### config.mk
export PLATFORM = sky130hd
export DESIGN_NAME = ffapuf_crp_ctrl
export DESIGN_NICKNAME = d
export VERILOG_FILES = /design/src/rtl/ffapuf_pkg.sv /design/src/rtl/ffapuf_lfsr32.sv /design/src/rtl/ffapuf_crp_ctrl.sv
export SDC_FILE = /design/constraint.sdc
export NUM_CORES = 1
export LEC_CHECK = 0
export ABC_AREA = 1
export BUFFER_PORTS_ARGS = -buffer_cell sky130_fd_sc_hd__buf_2
export CORE_UTILIZATION = 33
export DETAILED_ROUTE_END_ITERATION = 7
export PLACE_DENSITY_LB_ADDON = 0.3
export SYNTH_ARGS = -nofsm -noshare
export SYNTH_HDL_FRONTEND = slang
export SYNTH_HIERARCHICAL = 1
export SYNTH_SLANG_ARGS = --single-unit
### constraint.sdc
create_clock -name clk -period 2.9 [get_ports clk]
set_input_delay 0.29 -clock clk [delete_from_list [all_inputs] [get_ports clk]]
set_output_delay 0.29 -clock clk [all_outputs]
set_load 0.01 [all_outputs]
### src/rtl/ffapuf_pkg.sv
// Shared types and constants for the FF-APUF challenge/response controller.
// The LFSR step function lives here so the sub-module and any future model agree on it.
package ffapuf_pkg;

  localparam int unsigned CR_W = 32;

  // Fibonacci taps 32/22/2/1 -> bit positions 31, 21, 1, 0.
  localparam logic [CR_W-1:0] LFSR_TAPS    = 32'h8020_0003;
  localparam logic [CR_W-1:0] NONZERO_SEED = 32'h0000_0001;

  typedef enum logic [2:0] {
    StIdle,
    StArm,
    StEval,
    StOut,
    StDone
  } state_e;

  function automatic logic [CR_W-1:0] lfsr_next(input logic [CR_W-1:0] c);
    logic fb;
    fb = ^(c & LFSR_TAPS);
    return {c[CR_W-2:0], fb};
  endfunction

endpackage

### src/rtl/ffapuf_lfsr32.sv
// 32-bit Fibonacci LFSR that generates the PUF challenge sequence.
// Loading a zero seed substitutes NONZERO_SEED so the register can never lock up.
module ffapuf_lfsr32
  import ffapuf_pkg::*;
(
  input  logic            clk,
  input  logic            clear,
  input  logic            load,
  input  logic [CR_W-1:0] seed,
  input  logic            step,
  output logic [CR_W-1:0] value
);

  logic [CR_W-1:0] value_q;

  // The reset value of zero is never stepped: a load always comes first.
  always_ff @(posedge clk) begin
    if (clear) begin
      value_q <= '0;
    end else if (load) begin
      value_q <= (seed == '0) ? NONZERO_SEED : seed;
    end else if (step) begin
      value_q <= lfsr_next(value_q);
    end
  end

  assign value = value_q;

endmodule

### src/rtl/ffapuf_crp_ctrl.sv
// Drives LFSR challenges into the FF-APUF, sequences clear/settle, captures the response
// and streams each challenge/response pair out over a valid/ready interface.
module ffapuf_crp_ctrl
  import ffapuf_pkg::*;
#(
  parameter int unsigned CLR_CYCLES    = 2,
  parameter int unsigned SETTLE_CYCLES = 8,
  parameter int unsigned CNT_W         = 16
) (
  input  logic             clk,
  input  logic             clear,
  input  logic             start,
  input  logic [CR_W-1:0]  seed,
  input  logic [CNT_W-1:0] num_crp,
  output logic             busy,
  output logic             done,
  output logic             puf_clr,
  output logic [CR_W-1:0]  puf_c,
  input  logic [CR_W-1:0]  puf_o,
  output logic             crp_valid,
  input  logic             crp_ready,
  output logic [CR_W-1:0]  crp_chal,
  output logic [CR_W-1:0]  crp_resp,
  output logic [CNT_W-1:0] crp_idx
);

  localparam int unsigned PH_MAX = (CLR_CYCLES > SETTLE_CYCLES) ? CLR_CYCLES : SETTLE_CYCLES;
  localparam int unsigned PH_W   = (PH_MAX < 2) ? 1 : $clog2(PH_MAX);
  localparam logic [PH_W-1:0] CLR_LAST    = PH_W'(CLR_CYCLES - 1);
  localparam logic [PH_W-1:0] SETTLE_LAST = PH_W'(SETTLE_CYCLES - 1);

  state_e           state_q, state_d;
  logic [PH_W-1:0]  ph_q, ph_d;
  logic [CNT_W-1:0] idx_q, idx_d;
  logic [CNT_W-1:0] num_q, num_d;
  logic [CR_W-1:0]  chal_q, chal_d;
  logic [CR_W-1:0]  resp_q, resp_d;
  logic [CNT_W-1:0] cidx_q, cidx_d;
  logic             zdone_q, zdone_d;
  logic             lfsr_load;
  logic             lfsr_step;
  logic [CR_W-1:0]  lfsr_value;

  // The LFSR only moves on ARM entry, so its value is the held challenge.
  ffapuf_lfsr32 u_lfsr (
    .clk   (clk),
    .clear (clear),
    .load  (lfsr_load),
    .seed  (seed),
    .step  (lfsr_step),
    .value (lfsr_value)
  );

  always_comb begin
    state_d   = state_q;
    ph_d      = ph_q;
    idx_d     = idx_q;
    num_d     = num_q;
    chal_d    = chal_q;
    resp_d    = resp_q;
    cidx_d    = cidx_q;
    zdone_d   = 1'b0;
    lfsr_load = 1'b0;
    lfsr_step = 1'b0;

    unique case (state_q)
      StIdle: begin
        if (start) begin
          if (num_crp != '0) begin
            num_d     = num_crp;
            idx_d     = '0;
            ph_d      = '0;
            lfsr_load = 1'b1;
            state_d   = StArm;
          end else begin
            // Zero-length request: report completion without leaving IDLE.
            zdone_d = 1'b1;
          end
        end
      end
      StArm: begin
        if (ph_q == CLR_LAST) begin
          ph_d    = '0;
          state_d = StEval;
        end else begin
          ph_d = ph_q + PH_W'(1);
        end
      end
      StEval: begin
        if (ph_q == SETTLE_LAST) begin
          resp_d  = puf_o;
          chal_d  = lfsr_value;
          cidx_d  = idx_q;
          ph_d    = '0;
          state_d = StOut;
        end else begin
          ph_d = ph_q + PH_W'(1);
        end
      end
      StOut: begin
        if (crp_ready) begin
          if (idx_q == num_q - CNT_W'(1)) begin
            state_d = StDone;
          end else begin
            lfsr_step = 1'b1;
            idx_d     = idx_q + CNT_W'(1);
            state_d   = StArm;
          end
        end
      end
      StDone: begin
        state_d = StIdle;
      end
      default: begin
        state_d = StIdle;
      end
    endcase
  end

  always_ff @(posedge clk) begin
    if (clear) begin
      state_q <= StIdle;
      ph_q    <= '0;
      idx_q   <= '0;
      num_q   <= '0;
      chal_q  <= '0;
      resp_q  <= '0;
      cidx_q  <= '0;
      zdone_q <= 1'b0;
    end else begin
      state_q <= state_d;
      ph_q    <= ph_d;
      idx_q   <= idx_d;
      num_q   <= num_d;
      chal_q  <= chal_d;
      resp_q  <= resp_d;
      cidx_q  <= cidx_d;
      zdone_q <= zdone_d;
    end
  end

  assign busy      = (state_q != StIdle);
  assign done      = (state_q == StDone) | zdone_q;
  assign puf_clr   = (state_q != StEval);
  assign puf_c     = lfsr_value;
  assign crp_valid = (state_q == StOut);
  assign crp_chal  = chal_q;
  assign crp_resp  = resp_q;
  assign crp_idx   = cidx_q;

endmodule

==> results of run 1 <==
[worst register-to-register path, stage by stage (launching register included)]
cell and delay, ns:
dfxtp_1 0.32, inv_2 0.10, ha_1 0.27, nand3_4 0.13, nor2_2 0.15, nand2_1 0.06, nand2_1 0.06, nand4_1 0.16
nor2_4 0.15, nand3_1 0.10, nand3_1 0.12, inv_1 0.10, nor2_2 0.23, inv_4 0.19, o221a_2 0.34
[area by class of cell]
cell class              instances  area (um2)
repair buffers                213        1110
well taps                     270         338
inverters                      57         216
clock inverters                 8        73.8
multi-input cells             725        3490
clock buffers                  22         484
fillers                      2193       11800
flip-flops and latches        151        3020
[final timing paths]
path	start	cells after the start	slack, ns	to
setup / recovery	num_q[0]	14	0.31	u_lfsr/value[2]
setup reg to reg	num_q[0]	14	0.31	u_lfsr/value[2]
hold / removal	puf_o[14]	3	0.11	crp_resp[14]
hold reg to reg	crp_idx[12]	2	0.48	crp_idx[12]
[layer usage]
metal | up-vias | GRT usage (%) | wire length, um
met5 | - | 0 | 0
met4 | 0 | 5.00 | 314
met3 | 25 | 6.86 | 1460
met2 | 222 | 32.2 | 9880
met1 | 3215 | 24.9 | 9620
li1 | 3563 | - | -
[report_power, final]
group	switching (uW)	leakage [uW]	internal [uW]	total, uW
clock	873	0.000274	1260	2130
sequential	268	0.00123	2300	2570
combinational	1380	0.00239	685	2070
[synthesized netlist by cell type, types with 2 or more instances]
master and number:
nor2_1 248, dfxtp_1 151, nand2_1 141, o21ai_0 117, inv_1 46, nor3_1 40, clkbuf_1 33, a21oi_1 30
nand3_1 30, xor2_1 17, buf_2 16, a31oi_1 13, nand2_2 13, o21ai_1 13, a21oi_2 10, nand4_1 9
xnor2_1 8, inv_2 7, nor2_2 7, nor2_4 6, ha_1 5, clkinv_1 4, clkbuf_2 3, nand3b_1 3
a2111oi_0 2, o21bai_1 2, o221a_2 2
[sequential cells by signal (all words and copies together) (netlist names)]
register      count
zdone_q           1
idx_q            16
crp_idx          16
ph_q              3
state_q           3
crp_resp         32
crp_chal         32
u_lfsr/value     32
num_q            16
[cells by family after synthesis]
logic type                 Yosys count  share of synthesized area, %
buffers and inverters              112                          6.71
DFF                                151                          43.4
and+or+nand+nor                    504                          30.9
AOI/OAI and AO/OA                  191                          14.9
xor gates and xnor gates            25                          3.14
adders and majority gates            5                         0.898
[through the flow]
step	instances	hold WS, ns	worst slack [ns]	instance area [um2]	total power (uW)
2_1_floorplan	988	0.359	0.548	6970	4040
3_3_place_gp	1416	0.456	0.340	8180	4640
3_5_place_dp	1416	0.466	0.263	8180	4670
4_1_cts	1446	0.0892	0.236	8740	6810
5_1_grt	1446	0.0899	0.0785	8740	7190
6_report	1446	0.106	0.314	8740	6770
==> flow_summary.json, run 1 <==
{
  "rows": 52,
  "crit_chain": "inv_2 -> ha_1 -> nand3_4 -> nor2_2 -> nand2_1 -> nand2_1 -> nand4_1 -> nor2_4 -> nand3_1 -> nand3_1 -> inv_1 -> nor2_2 -> inv_4 -> o221a_2",
  "grt_util_all_layers_pct": 19.8,
  "wl_per_cell_um": 14.7,
  "period_needed_ns": 2.59,
  "synth_seq_cells": 151,
  "synth_edf_count": 0,
  "cts_tree": "built",
  "postSynthCellCount": 988,
  "htree_levels": 4,
  "yosysUniqueCellTypes": 39,
  "syn_to_final_growth_pct": 25.4,
  "grt_pass1_vias": 6585,
  "clk_latency_ns": 0.43,
  "portBuffers": 199,
  "ys_seq_area_share_pct": 43.4,
  "vias": 7025,
  "core_region_area_um2": 20500,
  "hp-class": "input port to flip-flop",
  "crit_type": "flip-flop to flip-flop",
  "die_y_um": 147,
  "clock-sinks": 151,
  "synth_top_area_share_pct": 43.4,
  "synth_nets": 1077,
  "setup_tns_ns": 0,
  "critPathCaptureType": "flip-flop",
  "cts_made_buffers": 17,
  "gp_congestion": 0.882,
  "drcViolationCount": 0,
  "most-common-layout-cells": "nor2_1, buf_2, dfxtp_1",
  "setup_violations": 0,
  "fmax_mhz": 387,
  "die_w_um": 147,
  "cellPowerDensity_nw_per_um2": 774,
  "cpMaxStageDelayCell": "dfxtp_1",
  "io_pins": 200,
  "grt_max_degree": 69,
  "finalCritPeriodShare_pct": 89.2,
  "fin_worst_skew_ns": 0.00900,
  "post-cts-setup-buffers": 0,
  "peakVddDrop_mv": 0.419,
  "start_util_pct": 34.0,
  "drive_gt1_share_pct": 25.1,
  "antenna_cells": 0,
  "async_flop_share_pct": 0,
  "cts_resized": 0,
  "final_common_cell": "nor2_1",
  "synth_ff_type": "dfxtp_1",
  "status": "completed",
  "ctsHoldBuffers": 0,
  "synthTopCellsByArea": "dfxtp_1, nor2_1, o21ai_0",
  "slew_headroom_pct": 52.6,
  "arrival_ns": 2.90,
  "slowest_delay_ns": 0.32,
  "cp-start-kind": "flip-flop",
  "clk_pin_slew_ns": 0.06,
  "drt-initial-drc-count": 431,
  "maxSlewViolCount": 0,
  "antenna_found_initial": 0,
  "synth_warnings": 6,
  "hold_viol": 0,
  "final_net_count": 1254,
  "cp_num_buf_inv": 3,
  "leakage_uw": 0.00389,
  "first_pass_iters": 7,
  "cp.required_ns": 3.21,
  "cp_top_family": "simple AND/OR/NAND/NOR gates",
  "dieArea_um2": 21700,
  "netlist_area_um2": 6970,
  "syn_area_per_cell_um2": 7.06,
  "worst_pin_slew_ns": 0.710,
  "rsz0062_at_grt": "false",
  "post-dp-hpwl_um": 15100,
  "ctsLongestPathBuffers": 2,
  "ctsRootBufferMaster": "clkbuf_16",
  "grt_pass1_wl_um": 34000,
  "ant_nets": 0,
  "yosys.area.top_type": "dfxtp_1",
  "final_util_pct": 42.6,
  "viasPerCell": 4.86,
  "cap_violations": 0,
  "routed_wl_um": 21300,
  "path_max_fanout": 38,
  "gr-total-overflow": 0
}
Note: power is estimated with default switching activity, not from simulation.
==> run 2: changes to the inputs <==
--- a/config.mk
+++ b/config.mk
@@ -7,10 +7,10 @@
 export LEC_CHECK = 0
 export ABC_AREA = 1
 export BUFFER_PORTS_ARGS = -buffer_cell sky130_fd_sc_hd__buf_2
-export CORE_UTILIZATION = 33
+export CORE_UTILIZATION = 50
 export DETAILED_ROUTE_END_ITERATION = 7
+export HOLD_SLACK_MARGIN = 0.02
 export PLACE_DENSITY_LB_ADDON = 0.3
 export SYNTH_ARGS = -nofsm -noshare
 export SYNTH_HDL_FRONTEND = slang
-export SYNTH_HIERARCHICAL = 1
 export SYNTH_SLANG_ARGS = --single-unit
==> run 2 against run 1 <==
  * Global-route usage grew 7.0 points
  * Highest routed layer unchanged
  * Area after synthesis rose by 4.7%
  * Hold slack improved by 0.0083 ns
  * Sequential share of layout area is 0.94 points lower
  * Largest power group unchanged
  * Register-to-register slack improved by 0.10 ns
==> flow_summary.json, run 2 <==
{
  "clock-sinks": 151,
  "cp.required_ns": 3.22,
  "rows": 43,
  "grt_pass1_vias": 6676,
  "crit_chain": "inv_1 -> ha_1 -> inv_1 -> nand2_1 -> nand2_1 -> nand2_1 -> nor2_1 -> nand3_1 -> nor2_1 -> nand3_1 -> nor2_1 -> nand3_2 -> nand2_1 -> inv_4 -> nor2_1 -> nor2_1",
  "viasPerCell": 5.17,
  "syn_to_final_growth_pct": 23.1,
  "cellPowerDensity_nw_per_um2": 823,
  "antenna_cells": 0,
  "synthTopCellsByCount": "nor2_1, nand2_1, dfxtp_1",
  "status": "completed",
  "netlist_area_um2": 7300,
  "dp.cells": 1432,
  "start_util_pct": 52.0,
  "maxSlewViolCount": 0,
  "hold_viol": 0,
  "antenna_found_initial": 0,
  "slowest_delay_ns": 0.38,
  "synth_warnings": 0,
  "fmax_mhz": 403,
  "period_needed_ns": 2.48,
  "final_net_count": 1360,
  "synthTopCellsByArea": "dfxtp_1, nor2_1, nand2_1",
  "ant_nets": 0,
  "cp-start-kind": "flip-flop",
  "p_total_uw": 7400,
  "postSynthCellCount": 1098,
  "gp_congestion": 0.940,
  "synth_most_common_cell": "nor2_1",
  "grt_pass1_wl_um": 31900,
  "core_region_area_um2": 14000,
  "die_y_um": 123,
  "slew_headroom_pct": 55.1,
  "grt_max_degree": 75,
  "synth_ff_type": "dfxtp_1",
  "synth_edf_count": 0,
  "htree_levels": 4,
  "path_max_fanout": 30,
  "wl_per_cell_um": 13.8,
  "regArea_um2": 3020,
  "critPathCaptureType": "flip-flop",
  "arrival_ns": 2.80,
  "drive_gt1_share_pct": 20.8,
  "drcViolationCount": 0,
  "cts_made_buffers": 17,
  "post-dp-hpwl_um": 14400,
  "gr-total-overflow": 0,
  "syn_area_per_cell_um2": 6.65,
  "yosys.area.top_type": "dfxtp_1",
  "finalCritPeriodShare_pct": 85.7,
  "ctsRootBufferMaster": "clkbuf_16",
  "dieArea_um2": 15100,
  "cpMaxStageDelayCell": "dfxtp_1",
  "fillers": 1286,
  "multiInputGateArea_um2": 3760,
  "yosysUniqueCellTypes": 33,
  "cts_tree": "built",
  "cp_top_family": "simple AND/OR/NAND/NOR gates",
  "setup_tns_ns": 0,
  "synth_seq_cells": 151,
  "cp_num_buf_inv": 3,
  "ctsLongestPathBuffers": 2,
  "hp-class": "input port to flip-flop",
  "final_common_cell": "nor2_1",
  "routed_wl_um": 20200,
  "path_common_cell": "nor2_1",
  "most-common-layout-cells": "nor2_1, nand2_1, buf_2",
  "ys_seq_area_share_pct": 41.4,
  "fin_worst_skew_ns": 0.00615,
  "portBuffers": 199,
  "grt_util_all_layers_pct": 26.8,
  "clk_pin_slew_ns": 0.06,
  "die_w_um": 123,
  "synth_top_area_share_pct": 41.4,
  "leakage_uw": 0.00428,
  "io_pins": 200,
  "clk_latency_ns": 0.42,
  "vias": 7566,
  "synth_nets": 1187,
  "final-instance-count-excl-fill": 1464,
  "hold_slack_ns": 0.115,
  "crit_type": "flip-flop to flip-flop",
  "first_pass_iters": 5,
  "cap_violations": 0,
  "peakVddDrop_mv": 0.451,
  "ctsHoldBuffers": 0,
  "worst_pin_slew_ns": 0.672,
  "rsz0062_at_grt": "false",
  "async_flop_share_pct": 0,
  "drt-initial-drc-count": 543,
  "setup_violations": 0
}
[run 2: changes by cell type in the layout (fill, tap and decap cells not counted), moves of 11 or more]
cell | previous run | this run
nand2_1 | 141 | 244
nor2_1 | 247 | 276
nand3b_1 | 3 | 31
nor3_1 | 40 | 12
nand3_1 | 29 | 47
a31oi_1 | 13 | 0
o21ai_1 | 13 | 0
a21oi_1 | 30 | 42
o21ai_0 | 117 | 105
nand2_2 | 13 | 2
[run 2: cells by family (layout without fill, tap and decap cells)]
logic type / count (synthesis) / count (layout) / synth area share (%)
AOI/OAI and AO/OA: 151 / 151 / 10.5
muxes: 1 / 1 / 0.137
xor gates and xnor gates: 24 / 24 / 2.88
buffers and inverters: 124 / 310 / 7.15
and+or+nand+nor: 642 / 642 / 37.1
adders and majority gates: 5 / 5 / 0.857
DFF: 151 / 151 / 41.4
[run 2: path summary, 6_finish.rpt]
kind                            to  cells past startpoint   startpoint  slack [ns]
setup reg to reg  u_lfsr.value[27]                     16     num_q[1]        0.42
hold reg to reg        crp_resp[8]                      2  crp_resp[8]        0.48
hold / removal        crp_resp[15]                      3    puf_o[15]        0.11
setup / recovery  u_lfsr.value[27]                     16     num_q[1]        0.42
[run 2: cell type report]
| class | instances | share of cell area [%] |
|---|---|---|
| Timing Repair Buffer | 215 | 12.6 |
| Tap cell | 180 | 2.51 |
| Multi-Input combinational cell | 823 | 41.8 |
| Clock inverter | 10 | 1.31 |
| Inverter | 63 | 2.67 |
| Clock buffer | 22 | 5.50 |
| Sequential cell | 151 | 33.6 |
[run 2: power breakdown]
group          switching [uW]  internal (uW)
Combinational            1570            934
Sequential                297           2340
Clock                     876           1380
[run 2: timing repair]
action | in CTS | in global routing
endpoints found under the hold margin | 0 | 0
setup endpoints to repair | 0 | 24
buffers inserted | 0 | 0
gates resized for setup | 0 | 2
[run 2: per-layer routing]
layer	vias to the layer above	GRT usage, %	share of wire [%]
met4	0	9.38	2.2
met3	42	6.78	7.5
met2	278	43.4	47
met5	-	0	0
li1	3845	-	-
met1	3401	34.3	44
[run 2: tightest hold or removal path, delay by kind of cell]
family          cells  cell delay (ns)
compound gates      1             0.07
buf+inv             1             0.07
simple gates        1             0.07
[run 2: through the flow]
step / setup slack (ns) / area, um2 / util, %
2_1_floorplan: 0.953 / 7300 / -
3_3_place_gp: 0.459 / 8370 / 59.6
3_5_place_dp: 0.344 / 8370 / 59.6
4_1_cts: 0.292 / 8980 / 64.0
5_1_grt: 0.0570 / 8980 / 64.0
6_report: 0.416 / 8980 / 64.0
==> run 3: changes to the inputs <==
--- a/config.mk
+++ b/config.mk
@@ -7,10 +7,13 @@
 export LEC_CHECK = 0
 export ABC_AREA = 1
 export BUFFER_PORTS_ARGS = -buffer_cell sky130_fd_sc_hd__buf_2
+export CAP_MARGIN = 20
 export CORE_UTILIZATION = 50
 export DETAILED_ROUTE_END_ITERATION = 7
 export HOLD_SLACK_MARGIN = 0.02
 export PLACE_DENSITY_LB_ADDON = 0.3
+export SLEW_MARGIN = 5
 export SYNTH_ARGS = -nofsm -noshare
 export SYNTH_HDL_FRONTEND = slang
+export SYNTH_HIERARCHICAL = 1
 export SYNTH_SLANG_ARGS = --single-unit
==> run 3 against run 2 <==
  * Clock skew up 0.00087 ns
  * Hold slack got worse by 0.0023 ns
  * Clock power up 7%
  * Final area fell by 2.8%
  * Sequential power is 3% lower
  * Critical path depth down 2
  * Total power down 5.1%
  * Final cell count shrank 7.3%
  * Via count down 5.5%
  * Setup slack lost 0.16 ns
  * Global-route usage up 0.58 points
  * Die area shrank 4.4%
  * Critical path type unchanged
  * Largest cell class unchanged
  * Largest power group unchanged
==> flow_summary.json, run 3 (synthesis gave the netlist of run 1 again) <==
{
  "core_region_area_um2": 13400,
  "fin_worst_skew_ns": 0.00702,
  "wl_per_cell_um": 14.3,
  "hold_slack_ns": 0.112,
  "grt_pass1_vias": 6670,
  "rows": 42,
  "drcViolationCount": 0,
  "period_needed_ns": 2.64,
  "cp.required_ns": 3.20,
  "grt_util_all_layers_pct": 27.3,
  "routed_wl_um": 19400,
  "setup_violations": 0,
  "worst_pin_slew_ns": 0.699,
  "grt_max_degree": 69,
  "final_net_count": 1257,
  "die_y_um": 120,
  "final_common_cell": "nor2_1",
  "cap_violations": 0,
  "vias": 7149,
  "io_pins": 200,
  "fillers": 1204,
  "drt-initial-drc-count": 525,
  "crit_type": "flip-flop to flip-flop",
  "die_w_um": 120,
  "setup_tns_ns": 0,
  "ant_nets": 0,
  "regArea_um2": 3020,
  "first_pass_iters": 5,
  "cp-startpoint": "num_q[0]",
  "cellPowerDensity_nw_per_um2": 804,
  "min_from": "num_crp[14]",
  "post-cts-setup-buffers": 0,
  "hold_viol": 0,
  "peakVddDrop_mv": 0.523,
  "multiInputGateArea_um2": 3490,
  "antenna_found_initial": 0,
  "clk_pin_slew_ns": 0.06,
  "status": "completed",
  "syn_to_final_growth_pct": 25.3,
  "r2r-start": "num_q[0]",
  "viasPerCell": 5.27,
  "grt_pass1_wl_um": 31600,
  "cts_made_buffers": 17,
  "most-common-layout-cells": "nor2_1, buf_2, dfxtp_1",
  "antenna_cells": 0,
  "path_max_fanout": 38,
  "dieArea_um2": 14400,
  "ctsRootBufferMaster": "clkbuf_16",
  "reg2reg_slack_ns": 0.26,
  "gr-total-overflow": 0,
  "hp-class": "input port to flip-flop",
  "final_util_pct": 65.2,
  "start_util_pct": 52.0,
  "rsz0062_at_grt": "false",
  "fmax_mhz": 378,
  "arrival_ns": 2.95,
  "gp_congestion": 0.875,
  "post-dp-hpwl_um": 13800,
  "portBuffers": 199,
  "cp-start-kind": "flip-flop",
  "htree_levels": 4,
  "crit_end": "u_lfsr/value[2]",
  "ctsLongestPathBuffers": 2,
  "finalCritPeriodShare_pct": 91.1,
  "critPathCaptureType": "flip-flop",
  "maxSlewViolCount": 0,
  "drive_gt1_share_pct": 25.6,
  "leakage_uw": 0.00395,
  "clock-sinks": 151,
  "slew_headroom_pct": 53.4,
  "worstReg2RegEnd": "u_lfsr/value[2]",
  "reg2regPathDepth": 14,
  "cts_tree": "built",
  "clk_latency_ns": 0.42
}
-- run 3: through the flow --
| stage | area (um2) | instances | worst slack [ns] | power, uW |
|---|---|---|---|---|
| final | 8730 | 1357 | 0.257 | 7020 |
| after global routing | 8730 | 1357 | 0.0253 | 7420 |
| after CTS | 8720 | 1357 | 0.170 | 7030 |
| after detailed placement | 8070 | 1325 | 0.262 | 4590 |
| after global placement | 8070 | 1325 | 0.358 | 4550 |
| after floorplan | 6970 | 988 | 0.548 | 4040 |
-- run 3: critical path: stages, from the launching register on --
cell,delay (ns)
dfxtp_1,0.32
inv_2,0.10
ha_1,0.27
nand3_4,0.14
nor2_2,0.18
nand2_1,0.09
nand2_1,0.07
nand4_1,0.16
nor2_4,0.16
nand3_1,0.10
nand3_1,0.13
inv_1,0.14
nor2_4,0.18
inv_4,0.17
o221a_2,0.30
-- run 3: how the worst min path moves through the flow --
stage,to,depth (start not counted)
after global placement,crp_resp[8],2
after detailed placement,crp_resp[28],2
final,num_q[14],3
after floorplan,u_lfsr/value[0],1
after CTS,num_q[13],3
after global routing,num_q[13],3
-- run 3: area by class of cell --
class	count	share of cell area (%)
multi-input combinational	725	40.0
clock inverter	13	2.29
clock buffer	19	5.19
sequential	151	34.6
tap	176	2.52
inverter	57	2.52
timing repair buffer	216	12.9
-- run 3: what timing repair did --
action / CTS / global route
setup endpoints to repair: 0 / 25
hold buffers: 0 / 0
gates resized for setup: 0 / 4
-- run 3: per-layer routing --
layer  GRT usage (%)  up-vias  share of wire [%]
li1                -     3572                  -
met3            6.99       28                7.1
met5               0        -                  0
met2            45.8      246                 48
met1            33.5     3303                 43
met4            10.4        0                1.8
-- run 3: power by group --
part	switching (uW)	internal, uW
sequential	265	2300
clock	851	1570
combinational	1360	681
